**src/rtl/geofence_tri_area.sv**
```systemverilog
// Geofence triangle-area stage: per record, side a = isqrt(edge_sq), Heron's
// product p = s(s-a)(s-ra)(s-rb), t = isqrt(p); six t values are accumulated
// and compared against the upstream hexagon area.
module geofence_tri_area (
  input  logic        clk,
  input  logic        reset,
  input  logic        in_valid,
  output logic        in_ready,
  input  logic [21:0] in_edge_sq,
  input  logic [10:0] in_ra,
  input  logic [10:0] in_rb,
  input  logic [21:0] hex_area,
  output logic        valid,
  output logic        is_inside
);

  typedef enum logic [2:0] {IDLE, SQE, MUL, SQA, ACC, CMP, DONE} state_t;

  state_t      state;
  logic [4:0]  cyc;
  logic [2:0]  rec_cnt;
  logic [26:0] acc;
  logic [21:0] edge_l;
  logic [21:0] hex_l;
  logic [10:0] ra_l;
  logic [10:0] rb_l;
  logic [10:0] side_a;
  logic [23:0] p1;
  logic [23:0] p2;
  // rad doubles as the Heron product register; it is shifted out by the root
  logic [47:0] rad;
  logic [24:0] rem;
  logic [23:0] root;

  logic [26:0] rem_sh;
  logic [26:0] trial;
  logic        fits;
  logic [24:0] rem_nx;
  logic [23:0] root_nx;
  logic [12:0] peri;
  logic [11:0] semi;
  logic [11:0] d_a;
  logic [11:0] d_ra;
  logic [11:0] d_rb;
  logic [47:0] prod_nx;

  // One restoring square-root step shared by SQE and SQA, plus Heron terms
  always_comb begin
    rem_sh  = {rem, rad[47:46]};
    trial   = {1'b0, root, 2'b01};
    fits    = (rem_sh >= trial);
    rem_nx  = fits ? 25'(rem_sh - trial) : rem_sh[24:0];
    root_nx = {root[22:0], fits};
    peri    = 13'(side_a) + 13'(ra_l) + 13'(rb_l);
    semi    = 12'(peri >> 1);
    d_a     = (semi > 12'(side_a)) ? semi - 12'(side_a) : '0;
    d_ra    = (semi > 12'(ra_l))   ? semi - 12'(ra_l)   : '0;
    d_rb    = (semi > 12'(rb_l))   ? semi - 12'(rb_l)   : '0;
    prod_nx = 48'(p1) * 48'(p2);
  end

  // Frame control FSM with registered handshake and result outputs
  always_ff @(posedge clk or posedge reset) begin
    if (reset) begin
      state     <= IDLE;
      cyc       <= '0;
      rec_cnt   <= '0;
      acc       <= '0;
      edge_l    <= '0;
      hex_l     <= '0;
      ra_l      <= '0;
      rb_l      <= '0;
      side_a    <= '0;
      p1        <= '0;
      p2        <= '0;
      rad       <= '0;
      rem       <= '0;
      root      <= '0;
      in_ready  <= 1'b1;
      valid     <= 1'b0;
      is_inside <= 1'b0;
    end else begin
      case (state)
        IDLE: begin
          if (in_valid && in_ready) begin
            edge_l   <= in_edge_sq;
            ra_l     <= in_ra;
            rb_l     <= in_rb;
            if (rec_cnt == 3'd0) hex_l <= hex_area;
            in_ready <= 1'b0;
            cyc      <= '0;
            state    <= SQE;
          end
        end
        // First SQE cycle primes the root engine; 11 bit cycles follow
        SQE: begin
          if (cyc == 5'd0) begin
            rad  <= {edge_l, 26'd0};
            rem  <= '0;
            root <= '0;
            cyc  <= 5'd1;
          end else begin
            rad  <= {rad[45:0], 2'b00};
            rem  <= rem_nx;
            root <= root_nx;
            if (cyc == 5'd11) begin
              side_a <= root_nx[10:0];
              cyc    <= '0;
              state  <= MUL;
            end else begin
              cyc <= cyc + 5'd1;
            end
          end
        end
        MUL: begin
          case (cyc)
            5'd0: begin
              p1  <= 24'(semi) * 24'(d_a);
              cyc <= 5'd1;
            end
            5'd1: begin
              p2  <= 24'(d_ra) * 24'(d_rb);
              cyc <= 5'd2;
            end
            default: begin
              rad   <= prod_nx;
              rem   <= '0;
              root  <= '0;
              cyc   <= '0;
              state <= SQA;
            end
          endcase
        end
        SQA: begin
          rad  <= {rad[45:0], 2'b00};
          rem  <= rem_nx;
          root <= root_nx;
          if (cyc == 5'd23) begin
            cyc   <= '0;
            state <= ACC;
          end else begin
            cyc <= cyc + 5'd1;
          end
        end
        ACC: begin
          acc     <= acc + 27'(root);
          rec_cnt <= rec_cnt + 3'd1;
          if (rec_cnt == 3'd5) begin
            state <= CMP;
          end else begin
            in_ready <= 1'b1;
            state    <= IDLE;
          end
        end
        CMP: begin
          is_inside <= (acc <= {5'd0, hex_l});
          valid     <= 1'b1;
          state     <= DONE;
        end
        DONE: begin
          valid    <= 1'b0;
          acc      <= '0;
          rec_cnt  <= '0;
          in_ready <= 1'b1;
          state    <= IDLE;
        end
        default: state <= IDLE;
      endcase
    end
  end

endmodule

```
**config.mk**
```make
export PLATFORM = sky130hd
export DESIGN_NAME = geofence_tri_area
export DESIGN_NICKNAME = d
export VERILOG_FILES = /design/src/rtl/geofence_tri_area.sv
export SDC_FILE = /design/constraint.sdc
export NUM_CORES = 2
export LEC_CHECK = 0
export CORE_ASPECT_RATIO = 0.5
export CORE_UTILIZATION = 50
export CTS_CLUSTER_DIAMETER = 100
export DETAILED_ROUTE_END_ITERATION = 12
export PLACE_DENSITY = 0.67
export SKIP_LAST_GASP = 1
export SLEW_MARGIN = 20
export SYNTH_ARGS = -nofsm -noshare
export SYNTH_HDL_FRONTEND = slang
export SYNTH_SLANG_ARGS = --single-unit
```
**constraint.sdc**
```tcl
create_clock -name clk -period 12.7 [get_ports clk]
set_input_delay 1.27 -clock clk [delete_from_list [all_inputs] [get_ports clk]]
set_output_delay 1.27 -clock clk [all_outputs]
set_load 0.05 [all_outputs]
```
==> flow_summary.toml <==
[status]
status = "finished clean"

[grt]
grt_util_all_layers_pct = 26.4
grt_pass1_wl_microns = 183000
grt_pass1_vias = 34100
grt-ovfl-total = 0
grt_max_degree = 118
antenna_found_initial = 2

[clock_tree]
clk_path_buf_depth = 3
cts_tree = "built"
clkTransAtPathRegs_ns = 0.07
cts-resized-gates = 0
clockRootBuffer = "clkbuf_16"
clkSinkCount = 263
post_cts_buffers = 0
cts_hold_buf = 0
clk_latency_ns = 0.63
cts_buffers = 31
cts_max_level = 1

[worst_setup_path]
r2r_slack_ns = 2.11
reg2reg_depth = 35
slowest_delay_ns = 0.57
critical_path.max_fanout = 20
end_kind = "flip-flop"
cp.arrival_ns = 11.09
reg2reg_to = "p1[22]"
crit_required_ns = 13.20
critPathSlowestCell = "or2_1"
worst-setup-path-type = "reg2reg"
start_kind = "flip-flop"
cp-endpoint = "p1[22]"
reg2reg_from = "ra_l[1]"
startpoint = "ra_l[1]"
cp_common_cell = "fa_1"

[sta]
setup_ws_ns = 2.11
period_share_pct = 83.4
period_needed_ns = 10.59
setup_tns_ns = 0
hold_violations = 0
grt_setup_unrepaired = "false"
final-setup-viol-count = 0
fmax_mhz = 94.4
fin_skew_ns = 0.0294
tightestPinTransition_ns = 1.13
max_slew_margin_pct = 24.8
maxSlewViolCount = 0

[logic_synthesis]
yosys.area.top_type = "fa_1"
ys.warnings.count = 0
syn_avg_cell_area_sq_um = 8.94
ys_top_cells_by_count = "inv_1, nand2_1, fa_1"
ys_seq_area_share_pct = 15.3
yosysMostFrequentCell = "inv_1"
ys_ff_latch = 263
synth_fp_nets = 5994
synth.cell_area_sq_um = 43000
synth_edf_count = 0
synth_top_area_share_pct = 32.5
synth_ff_type = "dfrtp_1"
synthArstFlopShare_pct = 100
ys_types = 77
synth_area_leaders = "fa_1, dfrtp_1, ha_1"
synthCells = 4808

[layout]
multi_input_area_sq_um = 32300
nets = 5939
seq_area_sq_um = 6590
insertedDiodeCount = 0
areaGrowthSynthToFinish_pct = 6.59
drive_above_1_share_pct = 4.00
final_cell_count_no_fill = 5893
postLayoutCoreUtil_pct = 54.2
fill_cells = 7745

[detailed_routing]
num_vias = 32700
routed_via_density = 5.55
drc = 0
drtIter0Drc = 2252
drtPass1Iterations = 6
wl_per_cell_microns = 19.0
antenna_left = 0
routed_wl_microns = 112000

[floorplan]
io_pins = 72
die_w_microns = 417
initial_core_util_pct = 50.9
core_region_area_sq_um = 84500
die_h_microns = 209
rows = 75
die-area_sq_um = 87200

[placed_design]
pre_cts_ws_ns = 2.35
dp_cells = 5835
hpwl_microns = 89000
gp_congestion = 0.957
port_buffers = 71

[job]
drv_cap = 0

[worst_hold_path]
hp-class = "reg2reg"
cells by family after synthesis:
group,after synthesis,share of synthesized area [%]
compound gates,679,10.0
xor+xnor,155,3.16
mux,85,2.19
buf+inv,1086,9.51
simple gates,1423,15.1
fa+ha+maj,1117,44.7
flops,263,15.3
flip-flops by register name, indices dropped and copies added (netlist names), 5 cells and up:
name and cells:
p2 24, edge_l 22, rem 25, rad 48
cyc 5, acc 27, rb_l 11, side_a 11
p1 24, root 24, hex_l 22, ra_l 11
final cells by class:
type	count	area share (%)
multi-input cells	3459	70.6
flip-flops and latches	263	14.4
inverters	869	7.14
well taps	1116	3.05
repair buffers	129	2.52
clock buffers	41	1.84
clock inverters	16	0.494
through the flow:
step                area (sq um)  hold WS, ns
floorplan                  43000        0.438
global placement           44700        0.451
detailed placement         44700        0.463
CTS                        45800        0.479
global route               45800        0.510
finish                     45800        0.478
routing by layer:
metal	wire, microns	global-route usage [%]
met1	50900	38.2
met2	50100	41.7
met3	8070	4.31
met4	2900	6.21
met5	14	0
cell usage in the layout, fill, tap and decap left out, types with 22 or more instances in the layout:
cell type        Yosys  layout
o21ai_0            113     112
buf_4                0      57
xnor2_1             84      84
ha_1               420     420
o21ai_1             96      97
a21o_1              82      82
nor3_1              40      38
nand4_1             25      25
a31oi_1             24      24
dfrtp_1            262     258
clkdlybuf4s50_1      0      71
clkbuf_16            0      31
inv_1              860     859
fa_1               697     697
o21bai_1            24      24
nand3_1             64      64
xor2_1              71      71
a21oi_1            149     148
nor2b_1             30      30
nor2_1             185     184
o21a_1              22      22
and3_1              23      23
mux2_2              51      51
o22ai_1             29      29
nand2b_1            28      28
nand2_1            755     755
and2_1             226     226
worst max-delay path: cells and delay by family, from the launching register on:
| family | cells | cell delay, ns |
|---|---|---|
| fa+ha+maj | 10 | 4.48 |
| compound gates | 11 | 2.52 |
| simple gates | 8 | 1.79 |
| buf+inv | 4 | 0.69 |
| xor+xnor | 2 | 0.59 |
| flops | 1 | 0.41 |
how the worst min path moves through the flow:
stage,start,to,slack [ns],depth (start not counted)
5_1_grt,hex_l[15],hex_l[15],0.51,1
4_1_cts,rad[1],rad[1],0.48,2
3_3_place_gp,rad[1],rad[1],0.45,2
2_1_floorplan,rad[1],rad[1],0.44,2
6_report,rad[1],rad[1],0.48,2
3_5_place_dp,rad[1],rad[1],0.46,2
Power is left out: the tool's default activity adds up to more than one toggle a clock period on the data nets, which glitch-free logic cannot reach.
